## src/rtl/pipeline_ctrl_if.sv

```systemverilog
// Bundle between the pipeline sequencer and the datapath it steers.
// The slave side is the sequencer: it reads hazard/status inputs and
// drives buffer enables, bubble selects, the halt flag and statistics.
interface pipeline_ctrl_if #(
  parameter int CNT_W = 32
);
  // Hazard and status inputs seen by the sequencer
  logic [4:0]       id_rs;
  logic [4:0]       id_rt;
  logic             id_rs_used;
  logic             id_rt_used;
  logic             ex_mem_read;
  logic [4:0]       ex_rw;
  logic             ex_branch_taken;
  logic             mem_busy;
  logic             syscall_halt;
  logic             resume;

  // Pipeline steering outputs
  logic             go_pc;
  logic             go_if_id;
  logic             go_id_ex;
  logic             go_ex_mem;
  logic             go_mem_wb;
  logic             clear_if_id;
  logic             clear_id_ex;
  logic             clear_ex_mem;
  logic             clear_mem_wb;
  logic             halted;
  logic [CNT_W-1:0] cycle_cnt;
  logic [CNT_W-1:0] stall_cnt;
  logic [CNT_W-1:0] flush_cnt;

  modport master (
    output id_rs, id_rt, id_rs_used, id_rt_used, ex_mem_read, ex_rw,
           ex_branch_taken, mem_busy, syscall_halt, resume,
    input  go_pc, go_if_id, go_id_ex, go_ex_mem, go_mem_wb,
           clear_if_id, clear_id_ex, clear_ex_mem, clear_mem_wb,
           halted, cycle_cnt, stall_cnt, flush_cnt
  );

  modport slave (
    input  id_rs, id_rt, id_rs_used, id_rt_used, ex_mem_read, ex_rw,
           ex_branch_taken, mem_busy, syscall_halt, resume,
    output go_pc, go_if_id, go_id_ex, go_ex_mem, go_mem_wb,
           clear_if_id, clear_id_ex, clear_ex_mem, clear_mem_wb,
           halted, cycle_cnt, stall_cnt, flush_cnt
  );
endinterface

```

## src/rtl/pipeline_ctrl.sv

```systemverilog
// Pipeline sequencer for the 5-stage CPU: decodes load-use stalls,
// branch flushes, memory freezes and syscall halt/resume into the
// go/clear pairs of the inter-stage buffers, and keeps statistics.
module pipeline_ctrl #(
  parameter int CNT_W = 32
) (
  input logic             clk,
  input logic             rst,
  pipeline_ctrl_if.slave  bus
);

  typedef enum logic {
    RUN  = 1'b0,
    HALT = 1'b1
  } state_t;

  localparam logic [CNT_W-1:0] CNT_ONE = {{(CNT_W-1){1'b0}}, 1'b1};

  state_t           state_q, state_d;
  logic             halted_q;
  logic [CNT_W-1:0] cycle_q, stall_q, flush_q;

  // go vector order: pc, if_id, id_ex, ex_mem, mem_wb
  // clear vector order: if_id, id_ex, ex_mem, mem_wb
  logic [4:0] go_d;
  logic [3:0] clear_d;
  logic       luse;
  logic       run_dec;
  logic       do_stall;
  logic       do_flush;

  // Load-use hazard; r0 is hard-wired so a load into it never stalls
  assign luse = bus.ex_mem_read && (bus.ex_rw != 5'd0) &&
                ((bus.id_rs_used && (bus.id_rs == bus.ex_rw)) ||
                 (bus.id_rt_used && (bus.id_rt == bus.ex_rw)));

  // While rst is high the outputs decode as RUN whatever the state
  assign run_dec = rst || (state_q == RUN);

  // Prioritised steering decode and next-state selection
  always_comb begin
    go_d     = 5'b11111;
    clear_d  = 4'b0000;
    do_stall = 1'b0;
    do_flush = 1'b0;
    state_d  = state_q;
    if (run_dec) begin
      if (bus.syscall_halt) begin
        go_d    = 5'b00000;
        state_d = HALT;
      end else if (bus.mem_busy) begin
        go_d = 5'b00000;
      end else if (bus.ex_branch_taken) begin
        // Flush squashes the younger instructions, so any load-use
        // stall against them is moot and not counted
        clear_d  = 4'b1100;
        do_flush = 1'b1;
      end else if (luse) begin
        go_d     = 5'b00111;
        clear_d  = 4'b0100;
        do_stall = 1'b1;
      end
    end else begin
      go_d = 5'b00000;
      if (bus.resume) begin
        // Retire the syscall as a bubble so it cannot re-halt the pipe
        go_d    = 5'b00001;
        clear_d = 4'b0001;
        state_d = RUN;
      end
    end
  end

  // State, registered halt flag and wrapping statistics counters
  always_ff @(posedge clk) begin
    if (rst) begin
      state_q  <= RUN;
      halted_q <= 1'b0;
      cycle_q  <= '0;
      stall_q  <= '0;
      flush_q  <= '0;
    end else begin
      state_q  <= state_d;
      halted_q <= (state_d == HALT);
      if (state_q == RUN) cycle_q <= cycle_q + CNT_ONE;
      if (do_stall)       stall_q <= stall_q + CNT_ONE;
      if (do_flush)       flush_q <= flush_q + CNT_ONE;
    end
  end

  assign {bus.go_pc, bus.go_if_id, bus.go_id_ex, bus.go_ex_mem, bus.go_mem_wb} = go_d;
  assign {bus.clear_if_id, bus.clear_id_ex, bus.clear_ex_mem, bus.clear_mem_wb} = clear_d;
  assign bus.halted    = halted_q;
  assign bus.cycle_cnt = cycle_q;
  assign bus.stall_cnt = stall_q;
  assign bus.flush_cnt = flush_q;

endmodule

```

## src/flat_wrapper.sv

```systemverilog
// flat-port wrapper written by rule: the top's interface ports become plain ports
module pipeline_ctrl_flat 
#(
  parameter int CNT_W = 32
)
  (clk, rst, bus_id_rs, bus_id_rt, bus_id_rs_used, bus_id_rt_used, bus_ex_mem_read, bus_ex_rw, bus_ex_branch_taken, bus_mem_busy, bus_syscall_halt, bus_resume, bus_go_pc, bus_go_if_id, bus_go_id_ex, bus_go_ex_mem, bus_go_mem_wb, bus_clear_if_id, bus_clear_id_ex, bus_clear_ex_mem, bus_clear_mem_wb, bus_halted, bus_cycle_cnt, bus_stall_cnt, bus_flush_cnt);
  pipeline_ctrl_if #(.CNT_W(CNT_W)) bus_i ();
  input logic clk;
  input logic rst;
  input wire logic [$bits(bus_i.id_rs)-1:0] bus_id_rs;
  input wire logic [$bits(bus_i.id_rt)-1:0] bus_id_rt;
  input wire logic [$bits(bus_i.id_rs_used)-1:0] bus_id_rs_used;
  input wire logic [$bits(bus_i.id_rt_used)-1:0] bus_id_rt_used;
  input wire logic [$bits(bus_i.ex_mem_read)-1:0] bus_ex_mem_read;
  input wire logic [$bits(bus_i.ex_rw)-1:0] bus_ex_rw;
  input wire logic [$bits(bus_i.ex_branch_taken)-1:0] bus_ex_branch_taken;
  input wire logic [$bits(bus_i.mem_busy)-1:0] bus_mem_busy;
  input wire logic [$bits(bus_i.syscall_halt)-1:0] bus_syscall_halt;
  input wire logic [$bits(bus_i.resume)-1:0] bus_resume;
  output wire logic [$bits(bus_i.go_pc)-1:0] bus_go_pc;
  output wire logic [$bits(bus_i.go_if_id)-1:0] bus_go_if_id;
  output wire logic [$bits(bus_i.go_id_ex)-1:0] bus_go_id_ex;
  output wire logic [$bits(bus_i.go_ex_mem)-1:0] bus_go_ex_mem;
  output wire logic [$bits(bus_i.go_mem_wb)-1:0] bus_go_mem_wb;
  output wire logic [$bits(bus_i.clear_if_id)-1:0] bus_clear_if_id;
  output wire logic [$bits(bus_i.clear_id_ex)-1:0] bus_clear_id_ex;
  output wire logic [$bits(bus_i.clear_ex_mem)-1:0] bus_clear_ex_mem;
  output wire logic [$bits(bus_i.clear_mem_wb)-1:0] bus_clear_mem_wb;
  output wire logic [$bits(bus_i.halted)-1:0] bus_halted;
  output wire logic [$bits(bus_i.cycle_cnt)-1:0] bus_cycle_cnt;
  output wire logic [$bits(bus_i.stall_cnt)-1:0] bus_stall_cnt;
  output wire logic [$bits(bus_i.flush_cnt)-1:0] bus_flush_cnt;
  assign bus_i.id_rs = bus_id_rs;
  assign bus_i.id_rt = bus_id_rt;
  assign bus_i.id_rs_used = bus_id_rs_used;
  assign bus_i.id_rt_used = bus_id_rt_used;
  assign bus_i.ex_mem_read = bus_ex_mem_read;
  assign bus_i.ex_rw = bus_ex_rw;
  assign bus_i.ex_branch_taken = bus_ex_branch_taken;
  assign bus_i.mem_busy = bus_mem_busy;
  assign bus_i.syscall_halt = bus_syscall_halt;
  assign bus_i.resume = bus_resume;
  assign bus_go_pc = bus_i.go_pc;
  assign bus_go_if_id = bus_i.go_if_id;
  assign bus_go_id_ex = bus_i.go_id_ex;
  assign bus_go_ex_mem = bus_i.go_ex_mem;
  assign bus_go_mem_wb = bus_i.go_mem_wb;
  assign bus_clear_if_id = bus_i.clear_if_id;
  assign bus_clear_id_ex = bus_i.clear_id_ex;
  assign bus_clear_ex_mem = bus_i.clear_ex_mem;
  assign bus_clear_mem_wb = bus_i.clear_mem_wb;
  assign bus_halted = bus_i.halted;
  assign bus_cycle_cnt = bus_i.cycle_cnt;
  assign bus_stall_cnt = bus_i.stall_cnt;
  assign bus_flush_cnt = bus_i.flush_cnt;
  pipeline_ctrl #(.CNT_W(CNT_W)) u_core (.clk(clk), .rst(rst), .bus(bus_i));
endmodule
```

## config.mk

```make
export PLATFORM = sky130hd
export DESIGN_NAME = pipeline_ctrl_flat
export DESIGN_NICKNAME = d
export VERILOG_FILES = /design/src/rtl/pipeline_ctrl_if.sv /design/src/rtl/pipeline_ctrl.sv /design/src/flat_wrapper.sv
export SDC_FILE = /design/constraint.sdc
export NUM_CORES = 1
export LEC_CHECK = 0
export CAP_MARGIN = 15
export CORE_ASPECT_RATIO = 0.7
export CORE_MARGIN = 4
export CORE_UTILIZATION = 47
export DETAILED_ROUTE_END_ITERATION = 7
export PLACE_DENSITY = 0.87
export SYNTH_ARGS = -nofsm -noshare
export SYNTH_HDL_FRONTEND = slang
export SYNTH_SLANG_ARGS = --single-unit
```

## constraint.sdc

```tcl
create_clock -name clk -period 4.8 [get_ports clk]
set_input_delay 1.2 -clock clk [delete_from_list [all_inputs] [get_ports clk]]
set_output_delay 1.2 -clock clk [all_outputs]
set_load 0.02 [all_outputs]
```

# Yosys cells after proc, flatten, opt, wreduce, memory -nomap -nowiden
# Index checks and enable logic that the tools add are counted.
# totals
regBits	97
in_bits	24
output_inout_bits	106
word_cells	44
# classes
addsub	3
eq_ne	3
mux	24
bitwise	1
n_reduce_logical	9
# ops
cell	n
32-bit by 1-bit adder with 32-bit output (second input constant)	3
5-bit two-way mux	5
4-bit two-way mux	4
1-bit two-way mux	14
5-bit equality test	2
5-bit nonzero test	1
1-bit logical AND	4
3-bit two-way mux	1
1-bit logical OR	2
2-bit inequality test (second input constant)	1
2-bit AND reduction	1
2-bit nonzero test	1
1-bit inverter	1

# Longest topological paths before layout
# Gate-level depths: netlist of the first run.
# depth
ltp_word	9
mapped_depth	8
mapped_depth_nobuf	6

# Least setup slack after synthesis of the first run
# Ideal clock, no wire load.
# synth_timing
kind	input to output
start	input bus_ex_rw[3]
end	output bus_go_pc
t_arrival_ns	2.792
t_required_ns	3.600
slack_ns	0.808
cell_stages	8
n_path_buf	4
path_cell_list	xor2_1 > nor4_1 > a32oi_1 > buf_2 > buf_2 > clkbuf_1 > o31a_1 > buf_4
# synth_between
elab_chain_cells	9
word_cells_on_any_way	13
classes_between	eq/ne (2); mux (5); reduce/logical (6)
# synth_lines
item	line	rtl
start, declared	flat_wrapper.sv:15	input wire logic [$bits(bus_i.ex_rw)-1:0] bus_ex_rw;
5-bit equality test, on equally long branches	pipeline_ctrl.sv:34, pipeline_ctrl.sv:35	
1-bit logical AND, on equally long branches	pipeline_ctrl.sv:34, pipeline_ctrl.sv:35	
1-bit logical OR	pipeline_ctrl.sv:34	((bus.id_rs_used && (bus.id_rs == bus.ex_rw)) ||
1-bit logical AND *	pipeline_ctrl.sv:33	assign luse = bus.ex_mem_read && (bus.ex_rw != 5'd0) &&
5-bit two-way mux *	pipeline_ctrl.sv:58	end else if (luse) begin
5-bit two-way mux *	pipeline_ctrl.sv:53	end else if (bus.ex_branch_taken) begin
5-bit two-way mux *	pipeline_ctrl.sv:51	end else if (bus.mem_busy) begin
5-bit two-way mux *	pipeline_ctrl.sv:48	if (bus.syscall_halt) begin
5-bit two-way mux *	pipeline_ctrl.sv:47	if (run_dec) begin
end, declared	flat_wrapper.sv:20	output wire logic [$bits(bus_i.go_pc)-1:0] bus_go_pc;
# Every way passes the cells marked *; elsewhere a longest branch is shown, timed or not.

# Worst setup path after layout of the first run
# layout_timing
start	input bus_ex_rw[0]
end	output bus_go_if_id
# layout_between
elab_chain_cells	9
word_cells_on_any_way	13
classes_between	eq/ne (2); mux (5); reduce/logical (6)
# layout_lines
item	line	rtl
5-bit equality test, on equally long branches	pipeline_ctrl.sv:34, pipeline_ctrl.sv:35	
1-bit logical AND, on equally long branches	pipeline_ctrl.sv:34, pipeline_ctrl.sv:35	
1-bit logical OR	pipeline_ctrl.sv:34	
1-bit logical AND *	pipeline_ctrl.sv:33	
5-bit two-way mux *	pipeline_ctrl.sv:58	
5-bit two-way mux *	pipeline_ctrl.sv:53	
5-bit two-way mux *	pipeline_ctrl.sv:51	
5-bit two-way mux *	pipeline_ctrl.sv:48	
5-bit two-way mux *	pipeline_ctrl.sv:47	
end, declared	flat_wrapper.sv:21	output wire logic [$bits(bus_i.go_if_id)-1:0] bus_go_if_id;
# Marks and branches as above.

==> results.ini, run 1 <==
[drt]
vias_per_cell = 5.80
wire_per_inst_um = 16.2
firstDrtPassIters = 4
first_iter_violations = 365
antenna_left = 0
finalWirelength_um = 13300
dr_total_vias = 4747
drc = 0

[clock_network]
clockBufferDepth = 2
cts-root-buf = clkbuf_16
hold_buffers = 0
cts_setup_buffers = 0
cts_tree = yes
cts_buffers = 9
clk_latency_ps = 340
post_cts_resized = 0
cts_sinks = 97
path_clk_slew_ps = 60
htreeDepth = 3

[sta]
fin_skew_ps = 4.62
rsz0062_at_grt = false
finalSetupViolCount = 0
fmax_mhz = 218
slew_headroom_pct = 55.2
hold_ws_ps = 481
max_slew.worst_pin.slew_ps = 672
slew_violations = 0
period_share_pct = 95.4
fin_crit_ps = 4580
fin_tns_setup_ps = 0
hold_viol = 0

[pwr]
sw_frac_of_total_pct = 21.7
p_int_mw = 1.33
p_per_area_nw_per_um2 = 257
power_frac_comb_pct = 6.2
p_leak_nw = 2.14
power_frac_seq_pct = 48.2
peakVddDrop_mv = 0.153
pwr-share-clk_pct = 45.6
switchingPower_uw = 367

[critical_path]
critical_path.cell_chain = clkdlybuf4s50_1 -> or4_1 -> o21ai_0 -> buf_4 -> o31a_1 -> clkdlybuf4s50_1
crit_path_end_kind = output port
critPathLaunchType = input port
cp_slowest_cell = clkdlybuf4s50_1
slowest_delay_ps = 610
worstRegToRegCells = 5
crit_arrival_ps = 3380
critPathRequiredTime_ps = 3600
crit_top_cell = clkdlybuf4s50_1
cp_max_fo = 6
worstSetupPathType = input port to output port

[synthesis]
async_flop_share_pct = 0
yosys.area.top_type_share_pct = 39.6
ys.flop_type = dfxtp_1
ys_seq_area_share_pct = 39.6
syn-num-nets = 597
synth_edf_count = 0
yosys_warnings = 0
synth_area_leaders = dfxtp_1 (40%), xnor2_1 (7.0%), nor2_1 (5.0%)
ys_ff_latch = 97
synthCells = 570
synth_cell_types = 52
syn_area_per_cell_um2 = 8.61
synth_area_um2 = 4910
synth_top_area_cell = dfxtp_1

[final_layout]
drive_gt1_share_pct = 6.37
fill_cells = 771
multi_input_area_um2 = 2780
diodes = 0
fin_util_pct = 66.3
syn_to_final_growth_pct = 34.3
fin_nets = 713
regArea_um2 = 1940

[floorplanning]
rows = 30
die_w_um = 130
ios = 130
core_um2 = 9950
die-area_um2 = 12200
start_util_pct = 49.4
die_height_um = 93.5

[place]
port_buffers = 128
place.gp.congestion = 0.849
dp_hpwl_um = 9520

[grt]
grt-ovfl-total = 0
grt_pass1_vias = 4494
antenna_found_initial = 0
grt_pass1_wl_um = 22100
grtUsageTotal_pct = 22.1
grt_max_degree = 69

[min_path]
hold_path_class = register to register
hold_path_depth = 2

[flow_run]
drv_cap = 0

[run_status]
status = finished clean

-- cell usage after synthesis, types with 9 or more instances --
library cell and instances:
dfxtp_1 97, inv_1 17, xnor2_1 39, nand2_1 33
nand4_1 23, a21oi_1 39, o31ai_1 26, nor4_1 12
nor2_1 65, xor2_1 21, clkbuf_1 18, o21ai_0 9
nand3_1 29, nor3_1 22, or4_1 27, and4_1 9
-- worst max-delay path, delay by kind of cell --
kind            cells  cell delay, ps
simple gates        1             580
compound gates      2             330
buf+inv             3            1260
-- flip-flops by register name (all words and copies together), names as in the netlist --
name	count
u_core.bus.cycle_cnt	32
u_core.bus.flush_cnt	32
u_core.bus.stall_cnt	32
u_core.state_q	1
-- metrics by stage --
step	worst slack (ps)	instance area [um2]	cells	power (mW)
6_report	222	6600	819	1.69
5_1_grt	150	6600	819	1.75
4_1_cts	233	6600	819	1.71
3_5_place_dp	251	6270	803	0.939
3_3_place_gp	285	6270	803	0.934
2_1_floorplan	808	4910	570	0.888
-- final timing paths --
path | startpoint | to | slack [ps]
hold / removal | u_core.bus.stall_cnt[31] | u_core.bus.stall_cnt[31] | 480
setup / recovery | bus_ex_rw[0] | bus_go_if_id | 220
hold reg to reg | u_core.bus.stall_cnt[31] | u_core.bus.stall_cnt[31] | 480
setup reg to reg | u_core.state_q | u_core.bus.stall_cnt[29] | 2290
-- cells by family after synthesis --
kind of cell,after synthesis,synth area share (%)
xor+xnor,60,10.7
simple gates,271,32.7
flops,97,39.6
mux,5,1.17
buf+inv,46,3.90
other cells,1,0.0764
compound gates,87,11.1
fa+ha+maj,3,0.765
-- power by group through the flow --
stage,logic [mW],registers (mW),clock network [mW]
global route,0.113,0.816,0.818
floorplan,0.0511,0.837,0
CTS,0.105,0.816,0.789
global placement,0.100,0.834,0
finish,0.105,0.816,0.773
detailed placement,0.105,0.834,0
-- placed cells by master (no fill, tap or decap), drive strengths merged, types with 3 or more instances in the layout --
| cell type | Yosys | layout |
|---|---|---|
| nand2 | 33 | 33 |
| o31ai | 26 | 26 |
| nand3 | 29 | 29 |
| xnor2 | 39 | 39 |
| nor2 | 65 | 65 |
| xor2 | 21 | 21 |
| nand4 | 28 | 28 |
| and2 | 8 | 8 |
| or3 | 7 | 7 |
| and4 | 11 | 11 |
| buf | 11 | 7 |
| or3b | 3 | 3 |
| ha | 3 | 3 |
| inv | 17 | 17 |
| clkbuf | 18 | 11 |
| clkdlybuf4s50 | 0 | 127 |
| dfxtp | 97 | 97 |
| a21oi | 39 | 39 |
| mux2 | 3 | 3 |
| and3 | 6 | 6 |
| nor3 | 22 | 22 |
| or4 | 27 | 27 |
| nor2b | 6 | 6 |
| clkinv | 0 | 3 |
| o21ai | 9 | 9 |
| nor4 | 17 | 17 |
-- metal layers --
metal  share of wire, %  wire length [um]  GRT usage [%]  vias up
met5                  0                 0              0        -
met4                1.0               136           5.28        0
met3                6.1               805           5.65       14
met2                 48              6360           35.0      120
met1                 45              5990           30.3     2302
li1                   -                 -              -     2311
-- layout make-up --
class	count	area share (%)
sequential	97	29.4
tap	128	2.43
inverter	17	0.968
clock buffer	11	3.68
timing repair buffer	134	20.1
clock inverter	5	1.20
multi-input combinational	427	42.2
(Power assumes the default switching activity.)
==> run 2: changes to the inputs <==
--- a/config.mk
+++ b/config.mk
@@ -11,6 +11,7 @@
 export CORE_UTILIZATION = 47
 export DETAILED_ROUTE_END_ITERATION = 7
 export PLACE_DENSITY = 0.87
+export SLEW_MARGIN = 20
 export SYNTH_ARGS = -nofsm -noshare
 export SYNTH_HDL_FRONTEND = slang
 export SYNTH_SLANG_ARGS = --single-unit
==> results of run 2 <==
Same layout as run 1: the final DEF is identical, and so are final timing and power.
==> run 3: changes to the inputs <==
--- a/config.mk
+++ b/config.mk
@@ -6,11 +6,13 @@
 export NUM_CORES = 1
 export LEC_CHECK = 0
 export CAP_MARGIN = 15
+export CELL_PAD_IN_SITES_DETAIL_PLACEMENT = 0
+export CELL_PAD_IN_SITES_GLOBAL_PLACEMENT = 2
 export CORE_ASPECT_RATIO = 0.7
 export CORE_MARGIN = 4
-export CORE_UTILIZATION = 47
+export CORE_UTILIZATION = 31
 export DETAILED_ROUTE_END_ITERATION = 7
-export PLACE_DENSITY = 0.87
+export PLACE_DENSITY_LB_ADDON = 0.1
 export SLEW_MARGIN = 20
 export SYNTH_ARGS = -nofsm -noshare
 export SYNTH_HDL_FRONTEND = slang
==> run 3 against run 2 <==
Effect of this change: hold slack better by 5.6 ps; fmax down 1.1%; sequential cell count did not move; clock skew is 2.5 ps higher; sequential share of layout area down 0.35 points; clock power is 11% lower; critical path type unchanged; via count fell by 3.1%; setup slack worse by 52 ps; register-to-register slack worse by 30 ps.
==> results.ini, run 3 (synthesis results as in run 1) <==
[clock_network]
htreeDepth = 3  ; unchanged
cts_setup_buffers = 0  ; unchanged
path_clk_slew_ps = 60  ; about the same
post_cts_resized = 0  ; unchanged
clk_latency_ps = 350  ; was 340 ps
cts-root-buf = clkbuf_16  ; unchanged
hold_buffers = 0  ; unchanged
clockBufferDepth = 2  ; unchanged
cts_sinks = 97  ; unchanged
cts_buffers = 9  ; unchanged
cts_tree = yes  ; unchanged

[sta]
finalSetupViolCount = 0  ; unchanged
fin_skew_ps = 7.07  ; was 4.62 ps
slew_violations = 0  ; unchanged
slew_headroom_pct = 53.0  ; was 55.2%
fmax_mhz = 216  ; was 218 MHz
hold_ws_ps = 487  ; was 481 ps
hold_viol = 0  ; unchanged
fin_crit_ps = 4630  ; was 4580 ps
period_share_pct = 96.4  ; was 95.4%
rsz0062_at_grt = false  ; unchanged
fin_tns_setup_ps = 0  ; unchanged
max_slew.worst_pin.slew_ps = 705  ; was 672 ps

[min_path]
hold_path_depth = 2  ; unchanged
hold_path_class = register to register  ; unchanged
worstHoldEndpoint = u_core.bus.flush_cnt[30]  ; was u_core.bus.stall_cnt[31]
min_from = u_core.bus.flush_cnt[30]  ; was u_core.bus.stall_cnt[31]

[drt]
wire_per_inst_um = 15.8  ; was 16.2 um
drc = 0  ; unchanged
first_iter_violations = 239  ; was 365
finalWirelength_um = 14100  ; was 13300 um
dr_total_vias = 4598  ; was 4747
vias_per_cell = 5.14  ; was 5.80
firstDrtPassIters = 5  ; was 4
antenna_left = 0  ; unchanged

[critical_path]
r2r_start = u_core.bus.stall_cnt[16]  ; was u_core.state_q
crit_arrival_ps = 3430  ; was 3380 ps
reg2reg_to = u_core.bus.stall_cnt[28]  ; was u_core.bus.stall_cnt[29]
worstSetupPathType = input port to output port  ; unchanged
critPathRequiredTime_ps = 3600  ; about the same
cp_max_fo = 3  ; was 6
worstRegToRegCells = 5  ; unchanged
r2r_slack_ps = 2260  ; was 2290 ps
crit_path_end_kind = output port  ; unchanged
critPathLaunchType = input port  ; unchanged

[final_layout]
diodes = 0  ; unchanged
syn_to_final_growth_pct = 36.0  ; was 34.3%
final_common_cell = clkdlybuf4s50_1  ; unchanged
multi_input_area_um2 = 2800  ; was 2780 um2
regArea_um2 = 1940  ; unchanged
layout_common_cells = clkdlybuf4s50_1 (127), dfxtp_1 (97), nor2_1 (65), xnor2_1 (39), a21oi_1 (39)  ; unchanged
fin_nets = 716  ; was 713
fin_util_pct = 43.1  ; was 66.3%
fill_cells = 1556  ; was 771
drive_gt1_share_pct = 6.92  ; was 6.37%

[grt]
antenna_found_initial = 0  ; unchanged
grt_pass1_vias = 4446  ; was 4494
grtUsageTotal_pct = 15.9  ; was 22.1%
grt-ovfl-total = 0  ; unchanged
grt_pass1_wl_um = 23100  ; was 22100 um
grt_max_degree = 66  ; was 69

[pwr]
pwr-share-clk_pct = 42.8  ; was 45.6%
switchingPower_uw = 401  ; was 367 uW
sw_frac_of_total_pct = 24.8  ; was 21.7%
power_frac_seq_pct = 50.3  ; was 48.2%
p_per_area_nw_per_um2 = 242  ; was 257 nW/um2
power_frac_comb_pct = 6.8  ; was 6.2%
p_int_mw = 1.21  ; was 1.33 mW
p_leak_nw = 2.13  ; was 2.14 nW
peakVddDrop_mv = 0.141  ; was 0.153 mV

[floorplanning]
die_height_um = 113  ; was 93.5 um
die-area_um2 = 17900  ; was 12200 um2
die_w_um = 158  ; was 130 um
core_um2 = 15500  ; was 9950 um2
start_util_pct = 31.7  ; was 49.4%
ios = 130  ; unchanged
rows = 38  ; was 30

[place]
dp_hpwl_um = 10100  ; was 9520 um
port_buffers = 128  ; unchanged
place.gp.congestion = 0.787  ; was 0.849

[run_status]
status = finished clean  ; unchanged

[flow_run]
drv_cap = 0  ; unchanged

## run 3: cell type report
cell class | instances | share of cell area, %
clock inverter | 7 | 0.787
multi-input combinational | 427 | 41.9
clock buffer | 9 | 3.37
sequential | 97 | 29.1
tap | 200 | 3.75
inverter | 17 | 0.956
timing repair buffer | 137 | 20.2
## run 3: power groups by stage
| stage | Combinational, mW | Clock, mW | Sequential (mW) |
|---|---|---|---|
| 3_3_place_gp | 0.111 | 0 | 0.832 |
| 6_report | 0.111 | 0.691 | 0.813 |
| 2_1_floorplan | 0.0511 | 0 | 0.837 |
| 5_1_grt | 0.120 | 0.751 | 0.814 |
| 3_5_place_dp | 0.112 | 0 | 0.832 |
| 4_1_cts | 0.112 | 0.722 | 0.813 |
## run 3: worst max-delay path: stages
cell	delay (ps)
clkdlybuf4s50_1	480
or4_1	570
o21ai_0	330
o31a_1	220
clkdlybuf4s50_1	620
## run 3: per-layer routing
metal	GRT usage, %	vias to the layer above	share of wire (%)
li1	-	2316	-
met1	22.2	2166	50
met2	24.7	100	44
met3	4.05	16	4.8
met4	3.98	0	1.1
met5	0	-	0
## run 3: per-stage QoR
step	setup slack (ps)	instances	area [um2]	total power, mW
2_1_floorplan	808	570	4910	0.888
3_3_place_gp	198	878	6400	0.942
3_5_place_dp	159	878	6400	0.943
4_1_cts	148	894	6680	1.65
5_1_grt	39.9	894	6680	1.68
6_report	171	894	6680	1.61
## run 3: worst max path at each step
stage,start,to,slack [ps],cells past startpoint
final,bus_ex_rw[0],bus_go_if_id,170,5
after detailed placement,bus_ex_rw[0],bus_go_if_id,160,5
after floorplan,bus_ex_rw[3],bus_go_pc,810,8
after CTS,bus_ex_rw[0],bus_go_if_id,150,5
after global routing,bus_ex_rw[0],bus_go_if_id,40,5
after global placement,bus_ex_rw[3],bus_go_pc,200,6
